File: src/rtl/axi_mem_arbiter.sv
// Purpose: two-master AXI4 arbiter sharing one LiteDRAM slave port; AXI_ARB_FIXED_PRIO_EN selects strict master-0 priority instead of round-robin.
// Latency: grant registered one cycle after request; payload, valid and ready pass combinationally once granted.
// Backpressure: slave readies route straight to the granted master; the other master sees every valid/ready low.
module axi_mem_arbiter #(
  parameter int ID_W   = 6,
  parameter int ADDR_W = 27,
  parameter int DATA_W = 64
) (
  input  logic                clk,
  input  logic                rstn,
  // master 0
  input  logic [ID_W-1:0]     m0_awid,
  input  logic [ADDR_W-1:0]   m0_awaddr,
  input  logic [7:0]          m0_awlen,
  input  logic [2:0]          m0_awsize,
  input  logic [1:0]          m0_awburst,
  input  logic                m0_awvalid,
  output logic                m0_awready,
  input  logic [DATA_W-1:0]   m0_wdata,
  input  logic [DATA_W/8-1:0] m0_wstrb,
  input  logic                m0_wlast,
  input  logic                m0_wvalid,
  output logic                m0_wready,
  output logic [ID_W-1:0]     m0_bid,
  output logic [1:0]          m0_bresp,
  output logic                m0_bvalid,
  input  logic                m0_bready,
  input  logic [ID_W-1:0]     m0_arid,
  input  logic [ADDR_W-1:0]   m0_araddr,
  input  logic [7:0]          m0_arlen,
  input  logic [2:0]          m0_arsize,
  input  logic [1:0]          m0_arburst,
  input  logic                m0_arvalid,
  output logic                m0_arready,
  output logic [ID_W-1:0]     m0_rid,
  output logic [DATA_W-1:0]   m0_rdata,
  output logic [1:0]          m0_rresp,
  output logic                m0_rlast,
  output logic                m0_rvalid,
  input  logic                m0_rready,
  // master 1
  input  logic [ID_W-1:0]     m1_awid,
  input  logic [ADDR_W-1:0]   m1_awaddr,
  input  logic [7:0]          m1_awlen,
  input  logic [2:0]          m1_awsize,
  input  logic [1:0]          m1_awburst,
  input  logic                m1_awvalid,
  output logic                m1_awready,
  input  logic [DATA_W-1:0]   m1_wdata,
  input  logic [DATA_W/8-1:0] m1_wstrb,
  input  logic                m1_wlast,
  input  logic                m1_wvalid,
  output logic                m1_wready,
  output logic [ID_W-1:0]     m1_bid,
  output logic [1:0]          m1_bresp,
  output logic                m1_bvalid,
  input  logic                m1_bready,
  input  logic [ID_W-1:0]     m1_arid,
  input  logic [ADDR_W-1:0]   m1_araddr,
  input  logic [7:0]          m1_arlen,
  input  logic [2:0]          m1_arsize,
  input  logic [1:0]          m1_arburst,
  input  logic                m1_arvalid,
  output logic                m1_arready,
  output logic [ID_W-1:0]     m1_rid,
  output logic [DATA_W-1:0]   m1_rdata,
  output logic [1:0]          m1_rresp,
  output logic                m1_rlast,
  output logic                m1_rvalid,
  input  logic                m1_rready,
  // slave (LiteDRAM)
  output logic [ID_W-1:0]     s_awid,
  output logic [ADDR_W-1:0]   s_awaddr,
  output logic [7:0]          s_awlen,
  output logic [2:0]          s_awsize,
  output logic [1:0]          s_awburst,
  output logic                s_awvalid,
  input  logic                s_awready,
  output logic [DATA_W-1:0]   s_wdata,
  output logic [DATA_W/8-1:0] s_wstrb,
  output logic                s_wlast,
  output logic                s_wvalid,
  input  logic                s_wready,
  input  logic [ID_W-1:0]     s_bid,
  input  logic [1:0]          s_bresp,
  input  logic                s_bvalid,
  output logic                s_bready,
  output logic [ID_W-1:0]     s_arid,
  output logic [ADDR_W-1:0]   s_araddr,
  output logic [7:0]          s_arlen,
  output logic [2:0]          s_arsize,
  output logic [1:0]          s_arburst,
  output logic                s_arvalid,
  input  logic                s_arready,
  input  logic [ID_W-1:0]     s_rid,
  input  logic [DATA_W-1:0]   s_rdata,
  input  logic [1:0]          s_rresp,
  input  logic                s_rlast,
  input  logic                s_rvalid,
  output logic                s_rready
);

  typedef enum logic [1:0] {W_IDLE, W_ADDR, W_DATA, W_RESP} w_state_t;
  typedef enum logic [1:0] {R_IDLE, R_ADDR, R_DATA} r_state_t;

  w_state_t w_state, w_state_nxt;
  r_state_t r_state, r_state_nxt;
  logic     w_gnt, w_gnt_nxt;   // 0 = master 0, 1 = master 1
  logic     r_gnt, r_gnt_nxt;
  logic     w_pick, r_pick;     // winner if a grant were taken this cycle
  logic     w_req, r_req;

  assign w_req = m0_awvalid | m1_awvalid;
  assign r_req = m0_arvalid | m1_arvalid;

`ifdef AXI_ARB_FIXED_PRIO_EN
  // Strict priority: master 1 only wins when master 0 is not asking.
  always_comb begin
    w_pick = ~m0_awvalid;
    r_pick = ~m0_arvalid;
  end
`else
  logic w_ptr, r_ptr;           // last granted master per direction

  // Round-robin pick: on a tie favour the master that did not win last; a lone request always wins.
  always_comb begin
    w_pick = (m0_awvalid && m1_awvalid) ? ~w_ptr : m1_awvalid;
    r_pick = (m0_arvalid && m1_arvalid) ? ~r_ptr : m1_arvalid;
  end

  // Pointers move at grant time; reset to master 1 so master 0 takes the first tie.
  always_ff @(posedge clk or negedge rstn) begin
    if (!rstn) begin
      w_ptr <= 1'b1;
      r_ptr <= 1'b1;
    end else begin
      if (w_state == W_IDLE && w_req) w_ptr <= w_pick;
      if (r_state == R_IDLE && r_req) r_ptr <= r_pick;
    end
  end
`endif

  // State and grant registers; reset parks both directions idle on master 0.
  always_ff @(posedge clk or negedge rstn) begin
    if (!rstn) begin
      w_state <= W_IDLE;
      r_state <= R_IDLE;
      w_gnt   <= 1'b0;
      r_gnt   <= 1'b0;
    end else begin
      w_state <= w_state_nxt;
      r_state <= r_state_nxt;
      w_gnt   <= w_gnt_nxt;
      r_gnt   <= r_gnt_nxt;
    end
  end

  // Write direction: grant, address handshake, data until wlast, response.
  always_comb begin
    w_state_nxt = w_state;
    w_gnt_nxt   = w_gnt;
    case (w_state)
      W_IDLE: if (w_req) begin
        w_gnt_nxt   = w_pick;
        w_state_nxt = W_ADDR;
      end
      W_ADDR: if (s_awvalid && s_awready) w_state_nxt = W_DATA;
      W_DATA: if (s_wvalid && s_wready && s_wlast) w_state_nxt = W_RESP;
      W_RESP: if (s_bvalid && s_bready) w_state_nxt = W_IDLE;
      default: w_state_nxt = W_IDLE;
    endcase
  end

  // Read direction: grant, address handshake, data until last beat.
  always_comb begin
    r_state_nxt = r_state;
    r_gnt_nxt   = r_gnt;
    case (r_state)
      R_IDLE: if (r_req) begin
        r_gnt_nxt   = r_pick;
        r_state_nxt = R_ADDR;
      end
      R_ADDR: if (s_arvalid && s_arready) r_state_nxt = R_DATA;
      R_DATA: if (s_rvalid && s_rready && s_rlast) r_state_nxt = R_IDLE;
      default: r_state_nxt = R_IDLE;
    endcase
  end

  logic w_addr_st, w_data_st, w_resp_st, r_addr_st, r_data_st;
  assign w_addr_st = (w_state == W_ADDR);
  assign w_data_st = (w_state == W_DATA);
  assign w_resp_st = (w_state == W_RESP);
  assign r_addr_st = (r_state == R_ADDR);
  assign r_data_st = (r_state == R_DATA);

  // Handshake steering: only the phase's granted master sees the slave's valid/ready.
  assign s_awvalid  = w_addr_st & (w_gnt ? m1_awvalid : m0_awvalid);
  assign m0_awready = w_addr_st & ~w_gnt & s_awready;
  assign m1_awready = w_addr_st &  w_gnt & s_awready;
  assign s_wvalid   = w_data_st & (w_gnt ? m1_wvalid : m0_wvalid);
  assign m0_wready  = w_data_st & ~w_gnt & s_wready;
  assign m1_wready  = w_data_st &  w_gnt & s_wready;
  assign s_bready   = w_resp_st & (w_gnt ? m1_bready : m0_bready);
  assign m0_bvalid  = w_resp_st & ~w_gnt & s_bvalid;
  assign m1_bvalid  = w_resp_st &  w_gnt & s_bvalid;
  assign s_arvalid  = r_addr_st & (r_gnt ? m1_arvalid : m0_arvalid);
  assign m0_arready = r_addr_st & ~r_gnt & s_arready;
  assign m1_arready = r_addr_st &  r_gnt & s_arready;
  assign s_rready   = r_data_st & (r_gnt ? m1_rready : m0_rready);
  assign m0_rvalid  = r_data_st & ~r_gnt & s_rvalid;
  assign m1_rvalid  = r_data_st &  r_gnt & s_rvalid;

  // Payload muxes toward the slave, selected by the registered grants.
  assign s_awid    = w_gnt ? m1_awid    : m0_awid;
  assign s_awaddr  = w_gnt ? m1_awaddr  : m0_awaddr;
  assign s_awlen   = w_gnt ? m1_awlen   : m0_awlen;
  assign s_awsize  = w_gnt ? m1_awsize  : m0_awsize;
  assign s_awburst = w_gnt ? m1_awburst : m0_awburst;
  assign s_wdata   = w_gnt ? m1_wdata   : m0_wdata;
  assign s_wstrb   = w_gnt ? m1_wstrb   : m0_wstrb;
  assign s_wlast   = w_gnt ? m1_wlast   : m0_wlast;
  assign s_arid    = r_gnt ? m1_arid    : m0_arid;
  assign s_araddr  = r_gnt ? m1_araddr  : m0_araddr;
  assign s_arlen   = r_gnt ? m1_arlen   : m0_arlen;
  assign s_arsize  = r_gnt ? m1_arsize  : m0_arsize;
  assign s_arburst = r_gnt ? m1_arburst : m0_arburst;

  // Response payloads fan out to both masters; the gated valids decide who consumes them.
  assign m0_bid   = s_bid;
  assign m0_bresp = s_bresp;
  assign m1_bid   = s_bid;
  assign m1_bresp = s_bresp;
  assign m0_rid   = s_rid;
  assign m0_rdata = s_rdata;
  assign m0_rresp = s_rresp;
  assign m0_rlast = s_rlast;
  assign m1_rid   = s_rid;
  assign m1_rdata = s_rdata;
  assign m1_rresp = s_rresp;
  assign m1_rlast = s_rlast;

endmodule

File: config.mk
export PLATFORM = sky130hd
export DESIGN_NAME = axi_mem_arbiter
export DESIGN_NICKNAME = d
export VERILOG_FILES = /design/src/rtl/axi_mem_arbiter.sv
export SDC_FILE = /design/constraint.sdc
export NUM_CORES = 1
export LEC_CHECK = 0
export ABC_AREA = 1
export CORE_AREA = 2 2 297 299
export DETAILED_ROUTE_END_ITERATION = 10
export DIE_AREA = 0 0 299 301
export GPL_ROUTABILITY_DRIVEN = 0
export PLACE_DENSITY = 0.35
export SLEW_MARGIN = 20
export SYNTH_ARGS = -nofsm -noshare
export SYNTH_HDL_FRONTEND = slang
export SYNTH_SLANG_ARGS = --single-unit
File: constraint.sdc
create_clock -name clk -period 1.5 [get_ports clk]
set_input_delay 0.3 -clock clk [delete_from_list [all_inputs] [get_ports clk]]
set_output_delay 0.3 -clock clk [all_outputs]
set_load 0.02 [all_outputs]
==> results of run 1 <==
-- final cells by class --
| type | instances | area [um2] | area share |
|---|---|---|---|
| Timing Repair inverter | 1 | 8.76 | 0.000659 |
| Inverter | 21 | 96.3 | 0.00724 |
| Sequential cell | 8 | 208 | 0.0156 |
| Tap cell | 1155 | 1450 | 0.109 |
| Multi-Input combinational cell | 565 | 3750 | 0.282 |
| Timing Repair Buffer | 656 | 7710 | 0.580 |
| Antenna cell | 2 | 5.00 | 0.000376 |
| Clock buffer | 4 | 78.8 | 0.00593 |
-- metal layers --
metal  vias up  share of wire  GRT usage
met4        16          0.021     0.0167
met5         -         0.0020          0
met1      3054           0.32     0.0890
met3        47           0.16     0.0675
met2       614           0.49      0.165
li1       3137              -          -
-- flip-flops by register name (all words and copies together), names as in the netlist --
signal,cells
r_gnt,1
r_ptr,1
r_state,2
w_gnt,1
w_ptr,1
w_state,2
-- repair_timing --
| item | 4_1_cts | 5_1_grt |
|---|---|---|
| buffers inserted | 16 | 43 |
| gates cloned | 10 | 11 |
| setup endpoints to repair | 183 | 183 |
| gates resized for setup | 548 | 565 |
| hold endpoints to repair | 0 | 0 |
| pin swaps | 30 | 99 |
-- worst min path at each step --
stage | from | to | slack (ps) | depth (start not counted)
after floorplan | rstn | r_gnt | 4 | 0
after global placement | r_ptr | r_ptr | 450 | 2
after detailed placement | r_ptr | r_ptr | 470 | 2
after CTS | rstn | w_gnt | 380 | 2
after global routing | rstn | r_state[0] | 380 | 2
final | rstn | r_state[1] | 370 | 2
-- cells in the final DEF, fill, tap and decap left out, types with 3 or more instances in the layout --
master           instances
buf_12                  87
buf_16                   7
buf_2                    3
buf_4                   55
buf_6                  122
buf_8                   10
clkbuf_16               13
clkbuf_2                11
clkdlybuf4s15_2          4
clkdlybuf4s50_1        347
dfrtp_1                  4
ha_4                     3
inv_1                   11
inv_2                    7
nand2_1                242
nand2_2                148
nand2_4                131
nand3_1                  4
nor2_1                   6
nor3_4                   7
o21ai_0                  4
-- power breakdown --
| group | leakage (nW) | internal [mW] | switching [mW] | total (mW) |
|---|---|---|---|---|
| Clock | 0.0382 | 0.356 | 0.123 | 0.479 |
| Sequential | 0.0920 | 0.360 | 0.155 | 0.514 |
| Combinational | 5.80 | 11.0 | 11.3 | 22.3 |
| Total | 5.93 | 11.7 | 11.6 | 23.3 |
-- logic make-up after synthesis --
family | synth area share
adders and majority gates | 0.0159
muxes | 0.00255
and+or+nand+nor | 0.535
AOI/OAI and AO/OA | 0.0124
DFF | 0.0516
buffers and inverters | 0.383
-- worst register-to-register path, delay by kind of cell (launching register included) --
family                   cells  cell delay (ps)
AND/OR/NAND/NOR              5              460
flip-flops                   1              360
buffers and inverters        4              400
adder cells (fa/ha/maj)      1              220
-- per-stage QoR --
| stage | setup WS (ps) | cell area (um2) | utilization | power [mW] |
|---|---|---|---|---|
| after floorplan | -33.0 | 3940 | - | 7.11 |
| after global placement | -620 | 10400 | 0.120 | 16.5 |
| after detailed placement | -636 | 10400 | 0.120 | 16.5 |
| after CTS | -446 | 11300 | 0.131 | 19.4 |
| after global routing | -439 | 13300 | 0.154 | 24.7 |
| final | -404 | 13300 | 0.154 | 23.3 |
==> flow_metrics.tcl, run 1 <==
set metrics [dict create \
    die-area_um2 90000 \
    cp_slowest_cell "dfrtp_4" \
    drt_wl_total_um 47000 \
    drt-initial-drc-count 218 \
    via_per_inst 2.85 \
    crit_path_start "w_gnt" \
    postRouteAntennaNets 0 \
    ff2ff_setup_slack_ps -60 \
    drive_above_1_share 0.500 \
    overflow 0 \
    grt_pass1_vias 7074 \
    path_depth 6 \
    cap_violations 0 \
    slowest_delay_ps 530 \
    ff2ff_path_depth 10 \
    skew_ps 0.0994 \
    drc 0 \
    status "complete, but fails checks" \
    synth_edf_count 0 \
    hold_viol_final 0 \
    crit_type "register to output pin" \
    tns_ps -49760 \
    worst_slack_ps -404 \
    critical_path_required_ps 1200 \
    post-place-cells 2330 \
    wire_per_inst_um 19.5 \
    crit_path_end_kind "output pin" \
    cp_top_family "buffers and inverters" \
    power_density_nw_per_um2 1750 \
    synth_area_per_cell_um2 4.94 \
    clock_latency_ps 240 \
    clk_pin_slew_ps 40 \
    cts_hold_buf 0 \
    cp-start-kind "register" \
    clock-sinks 8 \
    yosysTopAreaCell "nand2_1" \
    slew_viol_final 0 \
    start_util 0.0454 \
    h-tree-depth 1 \
    layoutNonFillerInstCount 2412 \
    fin_crit_ps 1900 \
    boundaryPins 770 \
    yosys_register_bits 8 \
    num_vias 6868 \
    ys_top_cells_by_count "nand2_1 (520), buf_4 (173), buf_2 (19), inv_1 (18), nor3_1 (11)" \
    grt_setup_unrepaired "true" \
    crit_buf_inv 4 \
    ys_async_sr_fraction 1.00 \
    root_buffer "clkbuf_16" \
    die_x_um 299 \
    crit_chain "buf_12, buf_16, clkbuf_16, nand2_2, nand2_4, buf_12" \
    violations "negative setup slack" \
    grt_pass1_wl_um 58000 \
    cts_tree "built" \
    reg2reg_to "w_state[1]" \
    clock.fmax_mhz 525 \
    yosys.cell_types.count 21 \
    hp-class "primary input to async pin" \
    tightest_slew_ps 315 \
    nNetsFinal 1689 \
    cts_buffers 3 \
    crit_end "s_wdata[37]" \
    firstDrtPassIters 4 \
    yosysMostFrequentCell "nand2_1" \
    crit_arrival_ps 1600 \
    ir_drop_mv 0.970 \
    fillerInstances 9778 \
    synth_flop_cell "dfrtp_1" \
    clockBufferDepth 2 \
    period_share 1.27 \
    setup_viol 183 \
    syn_area_um2 3930 \
    synthCells 794 \
    yosysSeqAreaShare 0.0516 \
    whs_ps 367 \
    r2r-start "w_state[0]" \
    power.leakage_nw 5.93 \
    port_buffers 529 \
    core_area_um2 86500 \
    yosysTopAreaCellShare 0.497 \
    syn_nets 1227 \
    antenna_found_initial 11 \
    fp-row-count 108 \
    grt_max_degree 24 \
    grt_usage 0.0938 \
    die_h_um 301 \
    crit_top_cell "buf_12" \
    ys.warnings.count 0 \
    crit_fanout 8 \
    synthToLayoutAreaGrowth_pct 239 \
    relSlewSlack 0.788 \
    yosys-top-cells-area "nand2_1 (50%), buf_4 (33%), dfrtp_1 (3.8%)" \
    place_hpwl_um 38200 \
]
(Power assumes the default switching activity.)
==> run 2, diff against run 1 <==
--- a/config.mk
+++ b/config.mk
@@ -11,6 +11,7 @@
 export DIE_AREA = 0 0 299 301
 export GPL_ROUTABILITY_DRIVEN = 0
 export PLACE_DENSITY = 0.35
+export REMOVE_ABC_BUFFERS = 1
 export SLEW_MARGIN = 20
 export SYNTH_ARGS = -nofsm -noshare
 export SYNTH_HDL_FRONTEND = slang
==> run 2 against run 1 <==
The run still ends with negative setup slack left. Non-clock buffer count up 1. Sequential share of layout area up 0.13 points. Flip-flop and latch count unchanged. First-iteration DRC count up 120%. Maximum frequency down 1.1%. Combinational power down 11%. Clock power down 6.1%. Global-route usage up 2.7 points. Clock-buffer cell count down 1. Via count up 1.9%. Critical path type unchanged. Sequential power down 1%.
==> flow_metrics.tcl, run 2 (synthesis results as in run 1) <==
set metrics [dict create \
    status "complete, but fails checks" \
    violations "negative setup slack" \
    grt_setup_unrepaired "true" \
    reg.largest.list "r_state (2), w_state (2)" \
    die-area_um2 90000 \
    layout_commonest_cell "clkdlybuf4s50_1" \
    grt_pass1_wl_um 70800 \
    drt-initial-drc-count 479 \
    drive_above_1_share 0.427 \
    via_per_inst 2.90 \
    relSlewSlack 0.693 \
    synthToLayoutAreaGrowth_pct 214 \
    die_h_um 301 \
    crit_chain "clkinv_8, buf_16, buf_12, buf_16, nand2_1, nand2_2, buf_12" \
    slew_viol_final 0 \
    clk_pin_slew_ps 40 \
    cts_tree "built" \
    start_util 0.0454 \
    cp_slowest_cell "dfrtp_4" \
    h-tree-depth 1 \
    multi_input_area_um2 3190 \
    drt_wl_total_um 58800 \
    crit_path_end_kind "output pin" \
    overflow 0 \
    drc 0 \
    period_share 1.28 \
    crit_type "register to output pin" \
    final_cell_mix "clkdlybuf4s50_1 (347), nand2_1 (336), nand2_2 (121)" \
    cp-start-kind "register" \
    crit_fanout 9 \
    r2r-start "w_gnt" \
    clock_latency_ps 230 \
    die_x_um 299 \
    grt_pass1_vias 6743 \
    fp-row-count 108 \
    crit_arrival_ps 1630 \
    clock-sinks 8 \
    place_hpwl_um 47900 \
    grt_max_degree 31 \
    hp-class "primary input to async pin" \
    grt_usage 0.121 \
    boundaryPins 770 \
    firstDrtPassIters 4 \
    nNetsFinal 1690 \
    core_area_um2 86500 \
    port_buffers 529 \
    fin_crit_ps 1930 \
    setup_viol 182 \
    clockBufferDepth 2 \
    ir_drop_mv 0.790 \
    postRouteAntennaNets 0 \
    antenna_found_initial 2 \
    clock.fmax_mhz 519 \
    hold_viol_final 0 \
    root_buffer "clkbuf_16" \
    utilization 0.143 \
    power.leakage_nw 5.51 \
    fillerInstances 9894 \
    seq_area_um2 209 \
    cap_violations 0 \
    cts_buffers 3 \
    num_vias 7001 \
    skew_ps 0.261 \
    cts_hold_buf 0 \
    p_total_mw 20.8 \
    power_density_nw_per_um2 1690 \
    slowest_delay_ps 540 \
    worst_slack_ps -426 \
    critical_path_required_ps 1200 \
    tightest_slew_ps 459 \
    ff2ff_setup_slack_ps -280 \
    crit_path_start "w_gnt" \
    wire_per_inst_um 24.4 \
]
-- run 2: cell types whose count changed in the layout (fill, tap and decap cells not counted), sizes merged --
cell,before,now
clkinv,0,3
buf,284,269
clkbuf,25,17
clkdlybuf4s15,4,25
dlymetal6s2s,0,2
inv,22,19
diode,2,1
-- run 2: worst paths after layout --
kind	endpoint	cells after the start
worst min-delay path	w_state[0]	1
worst max-delay path	s_awburst[0]	7
max in group asynchronous	w_gnt	1
worst min register to register	r_ptr	2
min in group clk	r_ptr	2
worst max register to register	w_state[1]	11
-- run 2: power by group --
part	switching, mW	internal (mW)
Combinational	10.1	9.77
Clock	0.106	0.344
Sequential	0.144	0.363
Total	10.3	10.5
-- run 2: repair_timing --
item                                    CTS  global route
endpoints found under the setup margin  184           184
cloned                                    5            12
setup buffers                            13            54
pin swaps                                11            72
resized for setup                       568           542
-- run 2: per-stage QoR --
stage	TNS [ps]	hold slack [ps]	setup slack [ps]	instances	instance area, um2
after floorplan	-385740	4.41	-3140	594	2500
after global placement	-77430	454	-666	2326	10000
after detailed placement	-76970	454	-687	2326	10000
after CTS	-64830	409	-486	2347	10600
after global routing	-65690	431	-482	2410	12300
final	-55220	391	-426	2411	12300
-- run 2: cell type report --
class / count / share of cell area
antenna: 1 / 0.000203
timing repair buffer: 657 / 0.590
sequential: 8 / 0.0170
clock buffer: 3 / 0.00609
multi-input combinational: 565 / 0.259
inverter: 21 / 0.00975
timing repair inverter: 1 / 0.00132
tap: 1155 / 0.117
-- run 2: per-layer routing --
layer  global-route usage  routed length (um)
met3                0.121               11600
met4              0.00845                 322
met2                0.159               22500
met5               0.0534                 625
met1                0.136               23800
-- run 2: worst max-delay path, delay by kind of cell, from the launching register on --
| family | cells | cell delay [ps] |
|---|---|---|
| buf+inv | 5 | 650 |
| flops | 1 | 540 |
| simple gates | 2 | 160 |
